## src/rtl/viterbi_pkg.sv

```systemverilog
// Shared constants and trellis tables for the K=3 rate-1/2 (7,5) Viterbi decoder.
package viterbi_pkg;

  localparam int BM_W       = 2;
  localparam int NUM_STATES = 4;
  localparam int PM_W_DEF   = 6;

  typedef logic [PM_W_DEF-1:0] pm_t;

  // Packed tables, index n = next state (entry 0 is the rightmost element).
  localparam logic [NUM_STATES-1:0][1:0] PRED0 = {2'd2, 2'd0, 2'd2, 2'd0};
  localparam logic [NUM_STATES-1:0][1:0] PRED1 = {2'd3, 2'd1, 2'd3, 2'd1};
  localparam logic [NUM_STATES-1:0][1:0] SYM0  = {2'd1, 2'd3, 2'd2, 2'd0};
  localparam logic [NUM_STATES-1:0][1:0] SYM1  = {2'd2, 2'd0, 2'd1, 2'd3};

endpackage

```

## src/rtl/acs_cell.sv

```systemverilog
// Combinational add-compare-select for one trellis state; ties favour the even predecessor.
module acs_cell
  import viterbi_pkg::*;
#(
  parameter int PM_W = PM_W_DEF
) (
  input  logic [PM_W-1:0] i_pm_0,
  input  logic [PM_W-1:0] i_pm_1,
  input  logic [BM_W-1:0] i_bm_0,
  input  logic [BM_W-1:0] i_bm_1,
  output logic [PM_W-1:0] o_pm,
  output logic            o_dec
);

  logic [PM_W:0] cand_0;
  logic [PM_W:0] cand_1;

  always_comb begin
    cand_0 = {1'b0, i_pm_0} + {{(PM_W + 1 - BM_W){1'b0}}, i_bm_0};
    cand_1 = {1'b0, i_pm_1} + {{(PM_W + 1 - BM_W){1'b0}}, i_bm_1};
    o_dec  = (cand_1 < cand_0);
    // Normalisation keeps every survivor below 2**PM_W, so the carry bit is only needed for the compare.
    o_pm   = o_dec ? cand_1[PM_W-1:0] : cand_0[PM_W-1:0];
  end

endmodule

```

## src/rtl/path_metric_unit.sv

```systemverilog
// ACS stage: path metric registers, normalisation, start/reset loading and survivor decisions.
// Optional macro PMU_BEST_STATE_EN adds the registered argmin of the path metrics on o_best_state.
module path_metric_unit
  import viterbi_pkg::*;
#(
  parameter int PM_W    = PM_W_DEF,
  parameter int INIT_PM = 8
) (
  input  logic            i_clk,
  input  logic            i_rst,
  input  logic            i_start,
  input  logic            i_valid,
  input  logic [1:0]      i_BM_0,
  input  logic [1:0]      i_BM_1,
  input  logic [1:0]      i_BM_2,
  input  logic [1:0]      i_BM_3,
  output logic            o_valid,
  output logic [3:0]      o_dec,
  output logic [PM_W-1:0] o_PM_0,
  output logic [PM_W-1:0] o_PM_1,
  output logic [PM_W-1:0] o_PM_2,
  output logic [PM_W-1:0] o_PM_3,
  output logic [1:0]      o_best_state
);

  localparam logic [PM_W-1:0] INIT_V = PM_W'(INIT_PM);

  logic [BM_W-1:0]       bm       [NUM_STATES];
  logic [PM_W-1:0]       pm_q     [NUM_STATES];
  logic [PM_W-1:0]       pm_d     [NUM_STATES];
  logic [PM_W-1:0]       pm_src   [NUM_STATES];
  logic [PM_W-1:0]       acs_pm   [NUM_STATES];
  logic [PM_W-1:0]       norm_pm  [NUM_STATES];
  logic [NUM_STATES-1:0] acs_dec;
  logic [NUM_STATES-1:0] dec_q, dec_d;
  logic                  valid_q, valid_d;
  logic                  norm;

  assign bm[0] = i_BM_0;
  assign bm[1] = i_BM_1;
  assign bm[2] = i_BM_2;
  assign bm[3] = i_BM_3;

  always_comb begin
    for (int i = 0; i < NUM_STATES; i++) begin
      pm_src[i] = i_start ? ((i == 0) ? '0 : INIT_V) : pm_q[i];
    end
  end

  for (genvar n = 0; n < NUM_STATES; n++) begin : g_acs
    acs_cell #(.PM_W(PM_W)) u_acs (
      .i_pm_0 (pm_src[PRED0[n]]),
      .i_pm_1 (pm_src[PRED1[n]]),
      .i_bm_0 (bm[SYM0[n]]),
      .i_bm_1 (bm[SYM1[n]]),
      .o_pm   (acs_pm[n]),
      .o_dec  (acs_dec[n])
    );
  end

  always_comb begin
    norm = 1'b1;
    for (int i = 0; i < NUM_STATES; i++) begin
      norm = norm & acs_pm[i][PM_W-1];
    end
    for (int i = 0; i < NUM_STATES; i++) begin
      norm_pm[i] = acs_pm[i];
      if (norm) norm_pm[i][PM_W-1] = 1'b0;
    end

    pm_d    = pm_q;
    dec_d   = dec_q;
    valid_d = 1'b0;
    if (i_valid) begin
      pm_d    = norm_pm;
      dec_d   = acs_dec;
      valid_d = 1'b1;
    end else if (i_start) begin
      pm_d = pm_src;
    end
  end

  always_ff @(posedge i_clk or posedge i_rst) begin
    if (i_rst) begin
      for (int i = 0; i < NUM_STATES; i++) begin
        pm_q[i] <= (i == 0) ? '0 : INIT_V;
      end
      dec_q   <= '0;
      valid_q <= 1'b0;
    end else begin
      pm_q    <= pm_d;
      dec_q   <= dec_d;
      valid_q <= valid_d;
    end
  end

  assign o_valid = valid_q;
  assign o_dec   = dec_q;
  assign o_PM_0  = pm_q[0];
  assign o_PM_1  = pm_q[1];
  assign o_PM_2  = pm_q[2];
  assign o_PM_3  = pm_q[3];

`ifdef PMU_BEST_STATE_EN
  logic [1:0]      best_q, best_d;
  logic [1:0]      idx_01, idx_23;
  logic [PM_W-1:0] min_01, min_23;

  // Pairwise tree; strict compares keep the lower index on ties.
  always_comb begin
    idx_01 = (norm_pm[1] < norm_pm[0]) ? 2'd1 : 2'd0;
    min_01 = (norm_pm[1] < norm_pm[0]) ? norm_pm[1] : norm_pm[0];
    idx_23 = (norm_pm[3] < norm_pm[2]) ? 2'd3 : 2'd2;
    min_23 = (norm_pm[3] < norm_pm[2]) ? norm_pm[3] : norm_pm[2];
    best_d = best_q;
    if (i_valid) best_d = (min_23 < min_01) ? idx_23 : idx_01;
  end

  always_ff @(posedge i_clk or posedge i_rst) begin
    if (i_rst) best_q <= 2'd0;
    else       best_q <= best_d;
  end

  assign o_best_state = best_q;
`else
  assign o_best_state = 2'd0;
`endif

endmodule

```

## config.mk

```make
export PLATFORM = sky130hd
export DESIGN_NAME = path_metric_unit
export DESIGN_NICKNAME = d
export VERILOG_FILES = /design/src/rtl/viterbi_pkg.sv /design/src/rtl/acs_cell.sv /design/src/rtl/path_metric_unit.sv
export SDC_FILE = /design/constraint.sdc
export NUM_CORES = 1
export LEC_CHECK = 0
export CAP_MARGIN = 20
export CORE_MARGIN = 5
export CORE_UTILIZATION = 43
export DETAILED_ROUTE_END_ITERATION = 8
export PLACE_DENSITY = 0.72
export SLEW_MARGIN = 5
export SYNTH_ARGS = -nofsm -noshare
export SYNTH_HDL_FRONTEND = slang
export SYNTH_SLANG_ARGS = --single-unit
```

## constraint.sdc

```tcl
create_clock -name i_clk -period 9.2 [get_ports i_clk]
set_input_delay 1.84 -clock i_clk [delete_from_list [all_inputs] [get_ports i_clk]]
set_output_delay 1.84 -clock i_clk [all_outputs]
set_load 0.03 [all_outputs]
```

# After elaboration in Yosys (flattened, before gate mapping)
# Index checks and enable logic that the tools add are counted.
[word_totals]
output_inout_bits = 31
memories = 0
word_cells = 37
mem_bits_ro = 0
latch_bits = 0
ram_bits = 0
regBits = 29
[classes]
reduce_logical = 1
mux = 15
bitwise_logic = 3
shift = 0
n_div = 0
addsub = 8
eq_ne = 0
n_mul = 0
order_cmp = 4
[ops]
columns = ["operator", "n"]
rows = [
  ["adder 6 x 2 -> 7 bit", 8],
  ["2-to-1 mux 24 bit", 2],
  ["2-to-1 mux 6 bit", 8],
  ["< comparator 7 bit", 4],
  ["2-to-1 mux 1 bit", 5],
  ["bitwise AND 1 bit", 3],
  ["nonzero test 2 bit", 1],
]

# Longest topological paths before layout
# Gate-level depths: netlist of run 1.
[depth]
word_depth = 9
ltp_mapped = 21
mapped_depth_nobuf = 16

# Modules after synthesis
# Synthesis of run 1 repeated with hierarchy kept, for this count alone.
[hier_totals]
hier_cells = 327
hier_area_um2 = 3198.1
[modules_own_cells]
columns = ["mod", "area_each_um2", "seq_area_each_um2", "n_inst", "cells_each"]
rows = [
  ["acs_cell (g_acs[0].u_acs ...)", 473.0, 0.0, 3, 57],
  ["path_metric_unit", 1305.0, 729.4, 1, 99],
  ["acs_cell (g_acs[1].u_acs)", 474.2, 0.0, 1, 57],
]

# Worst setup path before layout of run 1
# OpenSTA, ideal clock, no wires.
[synth_path]
path_type = "input-to-reg"
from = "input port i_start"
to = "register pm_q (netlist bit o_PM_0[5])"
arrival_ps = 5257
path_buffers = 5
cell_stages = 18
setup_ps = 144
path_slack_ps = 3799
required_ps = 9056
path_cell_list = "buf_6 -> buf_2 -> inv_1 -> clkbuf_1 -> clkbuf_1 -> nand2_1 -> xnor2_1 -> ha_1 -> a21oi_1 -> or3_1 -> a21oi_1 -> ha_1 -> and3_1 -> a311o_1 -> or2_1 -> buf_6 -> a2111oi_4 -> o221ai_1"
[synth_between]
elab_chain_len = 9
word_cells_on_any_way = 27
[synth_lines]
columns = ["item", "line_no", "rtl"]
rows = [
  ["start: declaration", "path_metric_unit.sv:11", "input logic i_start,"],
  ["2-to-1 mux 6 bit", "path_metric_unit.sv:46", "pm_src[i] = i_start ? ((i == 0) ? '0 : INIT_V) : pm_q[i];"],
  ["adder 6 x 2 -> 7 bit (on tied branches)", "acs_cell.sv:20, acs_cell.sv:19", ""],
  ["< comparator 7 bit", "acs_cell.sv:21", "o_dec = (cand_1 < cand_0);"],
  ["2-to-1 mux 6 bit", "acs_cell.sv:23", "o_pm = o_dec ? cand_1[PM_W-1:0] : cand_0[PM_W-1:0];"],
  ["bitwise AND 1 bit (3 in a row)", "path_metric_unit.sv:64", "norm = norm & acs_pm[i][PM_W-1];"],
  ["2-to-1 mux 1 bit", "path_metric_unit.sv:68", "if (norm) norm_pm[i][PM_W-1] = 1'b0;"],
  ["2-to-1 mux 24 bit", "path_metric_unit.sv:74", "if (i_valid) begin"],
  ["end signal: indexed assignment", "path_metric_unit.sv:86", "pm_q[i] <= (i == 0) ? '0 : INIT_V;"],
  ["end signal: assignment", "path_metric_unit.sv:91", "pm_q <= pm_d;"],
  ["end: declaration", "path_metric_unit.sv:29", "logic [PM_W-1:0] pm_q [NUM_STATES];"],
]
# Parallel ways exist; a longest one is shown, timed or not. The select of a mux whose other input is x is not followed.
# A chain may end at the register's enable or synchronous reset.

# Final worst setup path of run 1
# Same ends and word-level chain as after synthesis.

==> results of run 1 <==
==> stage by stage <==
step	power, mW	area [um2]	hold WS, ns
6_report	1.23	3770	0.476
5_1_grt	1.33	3770	0.533
4_1_cts	1.24	3770	0.486
3_5_place_dp	1.11	3680	0.470
3_3_place_gp	1.09	3680	0.471
2_1_floorplan	0.893	3280	0.628
==> worst max-delay path by stage <==
stage	end	depth (start not counted)	slack, ns
6_report	o_PM_0[5]	15	3.33
5_1_grt	o_PM_2[5]	15	3.04
4_1_cts	o_PM_0[5]	15	3.35
3_5_place_dp	o_PM_0[5]	15	3.05
3_3_place_gp	o_PM_0[5]	15	3.23
2_1_floorplan	o_PM_0[5]	18	3.80
==> kinds of logic (layout without fill, tap and decap cells) <==
group                    after synthesis  after routing  share of synthesized area (%)
AO/OA/AOI/OAI                         94             94                           18.9
multiplexers                          18             18                           5.76
XOR/XNOR                              28             28                           7.94
adder cells (fa/ha/maj)               48             48                           17.9
buffers and inverters                 42             68                           6.53
AND/OR/NAND/NOR                      131            131                           20.6
other                                  1              2                          0.114
flip-flops                            29             29                           22.3
==> synthesized netlist by cell type (all sizes together) (4+ instances only) <==
cell     n
o21ai   16
nor2b    9
nand2   36
inv     17
nor2    31
clkbuf  10
o22a     4
nand4    4
nand3    7
and2     5
a21oi   41
maj3     8
or2      4
nand2b   4
a31oi    5
and3     7
or3      4
xnor2   19
mux2i   14
a21o     5
xor2     9
dfrtp   26
mux2     4
nor3     6
ha      40
buf     15
and2b    5
==> layer usage <==
metal  global-route usage [%]  routed length (um)  up-vias
li1                         -                   -     1440
met2                     28.1                3940       71
met1                     24.2                3910     1387
met3                     3.45                 403       13
met4                     7.24                 162        0
met5                        0                   0        -
==> worst max-delay path: stages <==
cell and delay [ns]:
clkdlybuf4s50_1 0.46, buf_4 0.34, inv_1 0.39, nand2_1 0.25, xnor2_1 0.15, ha_1 0.22
a21oi_1 0.07, or3_1 0.32, a21oi_1 0.22, ha_1 0.26, and3_1 0.17, a311o_1 0.34
or2_1 0.42, a2111oi_4 0.40, o221ai_1 0.15
==> power by group through the flow <==
stage / clock network, mW / registers, mW / logic (mW)
after floorplan: 0 / 0.327 / 0.566
after global placement: 0 / 0.256 / 0.837
after detailed placement: 0 / 0.256 / 0.859
after CTS: 0.121 / 0.254 / 0.862
after global routing: 0.125 / 0.263 / 0.943
final: 0.118 / 0.255 / 0.862
==> layout make-up <==
type	count	share of cell area, %
sequential	29	19.4
timing repair buffer	43	11.2
inverter	17	1.69
clock buffer	8	2.39
multi-input combinational	321	62.1
tap	99	3.29
==> sequential cells by signal, indices dropped and copies added, names as in the netlist <==
register,cells
o_PM_3,6
o_valid,1
o_PM_2,6
o_dec,4
o_PM_1,6
o_PM_0,6
==> flow_summary.json, run 1 <==
{
  "outcome": "finished, final reports clean",
  "intPower_mw": 0.620,
  "drc_errors": 0,
  "yosys.area.top_type": "dfrtp_1",
  "core_area_mm2": 0.00733,
  "dp_hpwl_um": 6410,
  "antenna_found_initial": 0,
  "leakagePower_nw": 1.62,
  "grt_max_degree": 42,
  "combPwrFrac_pct": 69.8,
  "syn_to_final_growth_pct": 15.0,
  "fin_util_pct": 51.4,
  "min_period_ns": 5.87,
  "worstHoldStart": "o_dec[0]",
  "place_congestion": 0.956,
  "syn_inst": 391,
  "die_w_um": 97.3,
  "dr.pass1.iters": 4,
  "async_flop_share_pct": 100,
  "diodes": 0,
  "cp_max_fo": 37,
  "drv_slew": 0,
  "vias": 2911,
  "synthDistinctLibCells": 66,
  "drt_first_iter_violations": 209,
  "power_density_mw_per_mm2": 328,
  "switching_power_mw": 0.615,
  "r2r_setup_slack_ns": 5.39,
  "cts_max_level": 2,
  "hold_depth": 2,
  "max-vdd-ir-drop_uv": 129,
  "die-area_mm2": 0.00947,
  "r2r_start": "o_PM_1[1]",
  "numCtsBuffers": 5,
  "hold_violations": 0,
  "seq_area_um2": 729,
  "worstPathRequired_ns": 9.36,
  "min_path_type": "reg -> reg",
  "drt-wirelength-per-cell_um": 16.3,
  "slew_headroom_pct": 37.9,
  "cts_tree": "done",
  "multi_input_area_mm2": 0.00234,
  "clock_path_buffers": 2,
  "ctsHoldBuffers": 0,
  "clockPowerShare_pct": 9.6,
  "post_cts_resized": 0,
  "fin_crit_sh_pct": 63.8,
  "yosys-top-cells-area": "dfrtp_1 (20%), ha_1 (15%), a21oi_1 (6.0%), xnor2_1 (4.8%), mux2i_1 (4.3%)",
  "clockRootBuffer": "clkbuf_8",
  "power.share.sequential_pct": 20.6,
  "start_kind": "input port",
  "overflow": 0,
  "setup_ws_ns": 3.33,
  "dp.cells": 509,
  "timing.fmax_mhz": 170,
  "grt_pass1_vias": 2889,
  "initial_utilization_pct": 44.7,
  "cap_violations": 0,
  "clock-skew-final_ns": 0.00716,
  "fillers": 701,
  "setup-violations-final": 0,
  "ys_warn_count": 0,
  "fin_tns_setup_ns": 0,
  "syn_area_mm2": 0.00328,
  "worst-r2r-cell-count": 12,
  "postCtsSetupBuffers": 0,
  "cp-startpoint": "i_start",
  "p_sw_share_pct": 49.8,
  "numPortBuffers": 40,
  "clkTransAtPathRegs_ns": 0.07,
  "track_usage_pct": 17.9,
  "ys_seq_elements": 29,
  "synth_top_area_share_pct": 19.8,
  "synth-seq-area-share_pct": 22.3,
  "drive_gt1_share_pct": 7.89,
  "reg2reg_to": "o_PM_3[5]",
  "vias_per_cell": 5.63,
  "synth_edf_count": 0,
  "drt_wl_total_um": 8420,
  "dieHeight_um": 97.3,
  "dp_slack_ns": 3.05,
  "ioPinCount": 43,
  "grt_first_pass_wirelength_um": 14100,
  "worst_pin_slew_ns": 0.925,
  "clkLatencyLatePin_ns": 0.30,
  "critical_path_arrival_ns": 6.02,
  "synth.avg_cell_area_um2": 8.38,
  "placement_rows": 31,
  "rsz0062_at_grt": "false",
  "drtAntennaViolNets": 0,
  "layoutNonFillerInstCount": 517,
  "critical_path_class": "in -> reg",
  "layout_common_cells": "ha_1 (40), clkdlybuf4s50_1 (40), a21oi_1 (39)",
  "synth_ff_type": "dfrtp_1",
  "fin_nets": 469,
  "cp-end-kind": "register",
  "hold_path_end": "o_dec[0]",
  "cts_sinks": 29
}
Power figures use the tool's default switching activity.
==> inputs of run 2 (changes only) <==
Settings changed: PLACE_DENSITY 0.72 to 0.74.
Clock period 9.2 ns to 4.7 ns, I/O delays scaled along.
==> flow_summary.json, run 2 (synthesis results as in run 1) <==
{
  "fillers": 677,
  "worstHoldStart": "o_dec[0]",
  "numCtsBuffers": 5,
  "drt_wl_total_um": 8490,
  "dp.cells": 522,
  "outcome": "finished, final reports clean",
  "drc_errors": 0,
  "clkTransAtPathRegs_ns": 0.07,
  "ctsHoldBuffers": 0,
  "cts_sinks": 29,
  "cts_max_level": 2,
  "cts_tree": "done",
  "min_period_ns": 4.35,
  "diodes": 0,
  "dp_hpwl_um": 6750,
  "overflow": 0,
  "grt_first_pass_wirelength_um": 14200,
  "layoutNonFillerInstCount": 530,
  "critical_path_class": "in -> reg",
  "setup_ws_ns": 0.349,
  "track_usage_pct": 18.1,
  "vias_per_cell": 5.51,
  "dieHeight_um": 97.3,
  "cp_max_fo": 8,
  "drt-wirelength-per-cell_um": 16.0,
  "fin_hold_ws_ns": 0.491,
  "die_w_um": 97.3,
  "clockRootBuffer": "clkbuf_8",
  "power_density_mw_per_mm2": 648,
  "worst_pin_slew_ns": 0.620,
  "die-area_mm2": 0.00947,
  "top_layer": "met4",
  "setup-violations-final": 0,
  "hold_violations": 0,
  "start_kind": "input port",
  "drv_slew": 0,
  "antenna_found_initial": 0,
  "dp_slack_ns": 0.0538,
  "cp-startpoint": "i_start",
  "numPortBuffers": 40,
  "p_total_mw": 2.52,
  "grt_max_degree": 42,
  "wl_met3_um": 450,
  "clock_path_buffers": 2,
  "min_path_type": "reg -> reg",
  "r2r_start": "o_PM_2[1]",
  "wl_met2_um": 3970,
  "cp-end-kind": "register",
  "critical_path_arrival_ns": 4.53,
  "drtAntennaViolNets": 0,
  "place_congestion": 0.872,
  "slew_headroom_pct": 58.6,
  "syn_to_final_growth_pct": 18.7,
  "rsz0062_at_grt": "false",
  "ioPinCount": 43,
  "clock-skew-final_ns": 0.00555,
  "worstPathRequired_ns": 4.88,
  "placement_rows": 31,
  "drt_first_iter_violations": 177,
  "post_cts_resized": 0,
  "seq_area_um2": 729,
  "drive_gt1_share_pct": 10.9,
  "leakagePower_nw": 1.69,
  "fin_crit_sh_pct": 92.6,
  "grt_pass1_vias": 2904,
  "clkLatencyLatePin_ns": 0.29,
  "initial_utilization_pct": 44.7,
  "fin_tns_setup_ns": 0,
  "cap_violations": 0,
  "timing.fmax_mhz": 230,
  "multi_input_area_mm2": 0.00234,
  "max-vdd-ir-drop_uv": 368,
  "postCtsSetupBuffers": 0,
  "vias": 2918,
  "core_area_mm2": 0.00733,
  "fin_nets": 482,
  "dr.pass1.iters": 4,
  "layout_common_cells": "ha_1 (40), clkdlybuf4s50_1 (40), a21oi_1 (39)",
  "wl_met1_um": 3860
}
==> run 2: cell count changes in the layout (fill, tap and decap cells not counted), sizes merged <==
cell / previous run / this run
buf: 3 / 16
bufinv: 0 / 1
clkbuf: 8 / 7
==> run 2: per-stage QoR <==
step | utilization, % | area [um2]
after global routing | 53.1 | 3890
after global placement | 51.5 | 3780
after floorplan | - | 3280
after detailed placement | 51.5 | 3780
after CTS | 53.1 | 3890
final | 53.1 | 3890
==> run 2: worst paths after layout <==
check / slack [ns] / cells after the start / endpoint
setup / recovery: 0.35 / 14 / o_PM_3[5]
hold / removal: 0.49 / 2 / o_dec[0]
setup reg to reg: 1.16 / 14 / o_PM_3[5]
hold reg to reg: 0.49 / 2 / o_dec[0]
max in group asynchronous: 2.95 / 3 / o_PM_2[3]
min in group asynchronous: 1.02 / 2 / o_PM_3[4]
==> run 2: routing by layer <==
metal	GRT usage (%)	up-vias
li1	-	1472
met1	23.7	1339
met2	30.3	89
met3	2.58	18
met4	6.60	0
met5	0	-
==> run 2: area by class of cell <==
type,count,area share (%)
sequential,29,18.7
clock buffer,7,2.22
inverter,17,1.64
clock inverter,1,0.771
multi-input combinational,321,60.1
tap,99,3.18
timing repair buffer,56,13.4
==> run 2: critical path, stage by stage <==
cell             delay, ns
clkdlybuf4s50_1       0.51
buf_4                 0.19
nor2b_1               0.14
ha_1                  0.21
ha_1                  0.19
a21oi_1               0.07
or3_1                 0.32
a21oi_1               0.22
ha_1                  0.26
and3_1                0.18
a311o_1               0.34
or2_1                 0.41
a21o_1                0.26
o31a_1                0.28
==> run 2: power by group <==
group,internal [mW],total [mW],switching [mW],leakage [nW]
clock network,0.173,0.284,0.111,0.0585
registers,0.358,0.500,0.142,0.356
logic,0.779,1.74,0.959,1.28
total,1.31,2.52,1.21,1.69
==> variant 1, RTL diff (flow settings as in run 1) <==
The option `PMU_BEST_STATE_EN` is turned on by a define.
--- a/src/rtl/path_metric_unit.sv
+++ b/src/rtl/path_metric_unit.sv
@@ -1,5 +1,7 @@
 // ACS stage: path metric registers, normalisation, start/reset loading and survivor decisions.
 // Optional macro PMU_BEST_STATE_EN adds the registered argmin of the path metrics on o_best_state.
+`define PMU_BEST_STATE_EN
+
 module path_metric_unit
   import viterbi_pkg::*;
 #(
Check against the original RTL: not equivalent (Yosys sat finds a counterexample within 4 cycles, from zero or initial values and one cycle with i_rst high).
==> variant 1 against run 1 <==
Wire length grew 30%. Worst hold slack gained 0.015 ns. First-iteration DRC count grew 22%. Area after synthesis grew 16%. Non-clock buffer count grew 8. Design area grew 17%. Clock skew grew 0.0058 ns. Sequential share of layout area shrank 1.7 points. Critical path depth grew 16. Worst setup slack lost 2.5 ns. Sequential cell count grew 2. Power grew 35%. Critical path type unchanged.
==> variant 1: results (changes against run 1) <==
\begin{tabular}{lr}
\hline
Metric & Value \\
\hline
\multicolumn{2}{l}{\textbf{Run status}} \\
Status & complete, no violations \\
\multicolumn{2}{l}{\textbf{Setup path}} \\
Cell count of the worst reg-to-reg path & 29 (+17) \\
Register-to-register setup slack & 2.63 ns (-2.76 ns) \\
\multicolumn{2}{l}{\textbf{Yosys}} \\
Count of different cell masters after synthesis & 58 (-12\%) \\
Mux share of post-synthesis cell area & 0.0685 (+0.0108) \\
Adder-cell share of the synthesized area & 0.199 (+0.0199) \\
Register area share after synthesis & 0.204 (-0.0184) \\
Top cells by area in the synthesized netlist & sky130\_fd\_sc\_hd\_\_dfrtp\_1 18\%, sky130\_fd\_sc\_hd\_\_ha\_1 18\%, sky130\_fd\_sc\_hd\_\_a21oi\_1 6.0\% \\
Top post-synthesis cells by count & 55 x sky130\_fd\_sc\_hd\_\_ha\_1, 50 x sky130\_fd\_sc\_hd\_\_nand2\_1, 50 x sky130\_fd\_sc\_hd\_\_nor2\_1, 46 x sky130\_fd\_sc\_hd\_\_a21oi\_1, 36 x sky130\_fd\_sc\_hd\_\_o21ai\_0 \\
Parity-gate share of the synthesized area counting xor and xnor cells & 0.0550 (-0.0243) \\
\multicolumn{2}{l}{\textbf{STA}} \\
Slew margin rel. & 0.482 (+0.103) \\
Post-route clock skew & 0.0129 ns (+0.00575 ns) \\
Worst hold slack & 0.491 ns (+0.0150 ns) \\
\multicolumn{2}{l}{\textbf{GRT}} \\
Number of global-route vias before repair & 3559 (+23\%) \\
Fraction of met3 tracks used by global routing & 0.0317 (-0.00280) \\
First-pass GRT wire length & 18000 um (+27\%) \\
Met1 Resource Use GR & 0.282 (+0.0400) \\
\multicolumn{2}{l}{\textbf{Routing}} \\
Vias after detailed routing & 3781 (+30\%) \\
Met2 Routed Length & 5020 um (+27\%) \\
Router iterations before antenna repair & 5 (+1) \\
Met3 WL post-DR & 566 um (+40\%) \\
Metal1 wirelength & 5150 um (+32\%) \\
First DRT Iteration DRCs & 256 (+22\%) \\
\multicolumn{2}{l}{\textbf{Final layout}} \\
Non-CTS inverters & 28 (+11) \\
Clock buffer count & 7 (-1) \\
Sequential portion of the cell area & 0.176 (-0.0174) \\
Area taken by multi-input logic gates & 2830 sq um (+21\%) \\
\multicolumn{2}{l}{\textbf{Floorplan}} \\
Placement row count & 34 (+9.7\%) \\
\multicolumn{2}{l}{\textbf{Placement}} \\
Final HPWL from detailed placement & 8580 um (+34\%) \\
IO buf count & 42 (+5.0\%) \\
Cell total after placement & 624 (+23\%) \\
Setup Slack @ Placement & 0.608 ns (-2.45 ns) \\
\multicolumn{2}{l}{\textbf{Power and ir drop}} \\
Clock network fraction of design power & 0.071 (-0.025) \\
Switching portion of total power & 0.526 (+0.0284) \\
Peak supply drop & 308 uV (+140\%) \\
Int Pwr & 792 uW (+28\%) \\
\hline
\end{tabular}
## variant 1: cell types whose count changed in the layout (fill, tap and decap cells not counted), moves of 6 or more
cell and change:
sky130_fd_sc_hd__a21o_1 +6, sky130_fd_sc_hd__inv_1 +12, sky130_fd_sc_hd__buf_4 +6, sky130_fd_sc_hd__mux2_2 +6, sky130_fd_sc_hd__ha_1 +15, sky130_fd_sc_hd__a21oi_1 +7, sky130_fd_sc_hd__nor2_1 +19, sky130_fd_sc_hd__o21ai_0 +27
sky130_fd_sc_hd__nand2_1 +15, sky130_fd_sc_hd__o21ai_1 -7
## variant 1: critical path: cells and delay by family
kind	cells	cell delay [ns]
xor gates and xnor gates	1	0.17
muxes	2	0.63
AOI/OAI and AO/OA	10	2.19
buffers and inverters	4	1.23
and+or+nand+nor	9	1.16
adders and majority gates	5	1.27
## variant 1: cell families after synthesis
group | Yosys count
simple gates | 164
compound gates | 131
fa+ha+maj | 62
buf+inv | 51
flops | 31
mux | 25
xor+xnor | 24
==> variant 2, RTL diff (config.mk and constraints of run 1) <==
Without the edit above. Remove the register `valid_q`: a continuous assignment takes its place, so the output `o_valid` follows one clock earlier.
--- a/src/rtl/path_metric_unit.sv
+++ b/src/rtl/path_metric_unit.sv
@@ -86,13 +86,13 @@
         pm_q[i] <= (i == 0) ? '0 : INIT_V;
       end
       dec_q   <= '0;
-      valid_q <= 1'b0;
     end else begin
       pm_q    <= pm_d;
       dec_q   <= dec_d;
-      valid_q <= valid_d;
     end
   end
+
+  assign valid_q = valid_d;
 
   assign o_valid = valid_q;
   assign o_dec   = dec_q;
Function: changed (Yosys sat finds a counterexample within 4 cycles, from zero or initial values and one cycle with i_rst high).
==> variant 2 against run 1 <==
Worst setup slack better by 0.15 ns. Non-clock buffer count stayed put. Sequential power is 2% lower. Area after synthesis is 0.53% lower. Clock skew is 0.0014 ns higher. Cell count is 0.97% lower. Wire length is 4.2% lower. Design area is 1.9% lower. Clock power is 36% lower. Combinational power hardly changed. Power is 3.9% lower. Sequential cell count is 1 lower. Register-to-register slack better by 0.04 ns. Count of clock-buffer cells in the layout is 4 lower. Critical path type unchanged. Critical endpoint unchanged. Largest cell class unchanged.
==> variant 2: results (changes against run 1) <==
\begin{tabular}{lr}
\hline
Metric & Value \\
\hline
\multicolumn{2}{l}{\textbf{Setup path}} \\
Register-to-register setup slack & 5.43 ns (+0.04 ns) \\
Slowest cell on the critical path & sky130\_fd\_sc\_hd\_\_inv\_1 \\
RR Endpoint & o\_PM\_2[5] \\
Worst endpoint data arrival time & 5.86 ns (-0.16 ns) \\
Maximum fanout along the worst path & 20 (-46\%) \\
Crit path max-delay family & compound AO/OA/AOI/OAI gates \\
\multicolumn{2}{l}{\textbf{GRT}} \\
Number of global-route vias before repair & 2799 (-3.1\%) \\
First-pass GRT wire length & 13600 um (-3.8\%) \\
GRT Util Overall & 0.171 (-0.00835) \\
\multicolumn{2}{l}{\textbf{Routing}} \\
Router iterations before antenna repair & 4 (unchanged) \\
Wire per inst & 15.8 um (-3.2\%) \\
First DRT Iteration DRCs & 215 (+2.9\%) \\
\multicolumn{2}{l}{\textbf{Final layout}} \\
Layout cells sized above 1 & 0.0726 (-0.00631) \\
Net total in the final layout & 466 (-0.64\%) \\
\multicolumn{2}{l}{\textbf{Clocking}} \\
Number of H-tree levels & 1 (-1) \\
Clock insertion delay at the later pin of the skew report & 0.29 ns \\
Clock-pin transition on the worst setup and hold timing paths & 0.10 ns (+0.03 ns) \\
Clock buffers created by TritonCTS & 3 (-2) \\
\multicolumn{2}{l}{\textbf{STA}} \\
Least-Margin Pin Slew & 0.929 ns (+0.00413 ns) \\
Worst hold slack & 0.485 ns (+0.00946 ns) \\
Fmax & 0.175 GHz (+2.7\%) \\
Post-route clock skew & 0.00853 ns (+0.00137 ns) \\
Number of hold-slack violations in the final timing report & 0 (unchanged) \\
\multicolumn{2}{l}{\textbf{Placement}} \\
Final HPWL from detailed placement & 6160 um (-3.8\%) \\
Setup Slack @ Placement & 3.23 ns (+0.173 ns) \\
GPL Wtd Cong & 0.985 (+3.0\%) \\
\multicolumn{2}{l}{\textbf{Yosys}} \\
Adder-cell share of the synthesized area & 0.180 (+0.000960) \\
Compound-Gate Fraction of Synth Area & 0.190 (+0.00102) \\
Register area share after synthesis & 0.216 (-0.00648) \\
EDFF count, synth & 0 (unchanged) \\
Parity-gate share of the synthesized area counting xor and xnor cells & 0.0798 (+0.000426) \\
Mux share of post-synthesis cell area & 0.0579 (+0.000310) \\
Top cells by area in the synthesized netlist & sky130\_fd\_sc\_hd\_\_dfrtp\_1 19\%, sky130\_fd\_sc\_hd\_\_ha\_1 15\%, sky130\_fd\_sc\_hd\_\_a21oi\_1 6.0\% \\
\multicolumn{2}{l}{\textbf{Power and ir drop}} \\
Peak supply drop & 167 uV (+29\%) \\
Cell leakage power & 1.58 nW (-2.1\%) \\
\multicolumn{2}{l}{\textbf{Run status}} \\
Status & complete, no violations \\
\hline
\end{tabular}
==> variant 2: routing by layer <==
| metal | wire length, um | GRT usage | part of all wire | vias up |
|---|---|---|---|---|
| li1 | - | - | - | 1429 |
| met1 | 3960 | 0.244 | 0.49 | 1353 |
| met2 | 3580 | 0.268 | 0.44 | 79 |
| met3 | 368 | 0.0179 | 0.046 | 10 |
| met4 | 148 | 0.0572 | 0.018 | 0 |
| met5 | 0 | 0 | 0 | - |
==> variant 2: metrics by stage <==
| step | cells | power, mW | instance area, sq um |
|---|---|---|---|
| 2_1_floorplan | 392 | 0.889 | 3260 |
| 3_3_place_gp | 508 | 1.09 | 3650 |
| 3_5_place_dp | 508 | 1.10 | 3650 |
| 4_1_cts | 512 | 1.19 | 3700 |
| 5_1_grt | 512 | 1.28 | 3700 |
| 6_report | 512 | 1.19 | 3700 |
==> variant 2: layout make-up <==
| class | count | area (sq um) | area share |
|---|---|---|---|
| multi-input cells | 321 | 2340 | 0.632 |
| flip-flops and latches | 28 | 704 | 0.190 |
| repair buffers | 43 | 423 | 0.114 |
| well taps | 99 | 124 | 0.0335 |
| inverters | 17 | 63.8 | 0.0173 |
| clock buffers | 4 | 45.0 | 0.0122 |
==> variant 2: worst max-delay path by stage <==
| stage | cells past startpoint | to | startpoint |
|---|---|---|---|
| final | 14 | o_PM_0[5] | i_start |
| after global placement | 14 | o_PM_0[5] | i_start |
| after detailed placement | 14 | o_PM_0[5] | i_start |
| after global routing | 14 | o_PM_0[5] | i_start |
| after floorplan | 18 | o_PM_0[5] | i_start |
| after CTS | 14 | o_PM_0[5] | i_start |
==> variant 2: report_power, final <==
part           leakage [nW]  internal, mW  switching (mW)
clock network        0.0228        0.0313          0.0440
registers             0.345         0.178          0.0727
logic                  1.21         0.376           0.485
total                  1.58         0.585           0.601
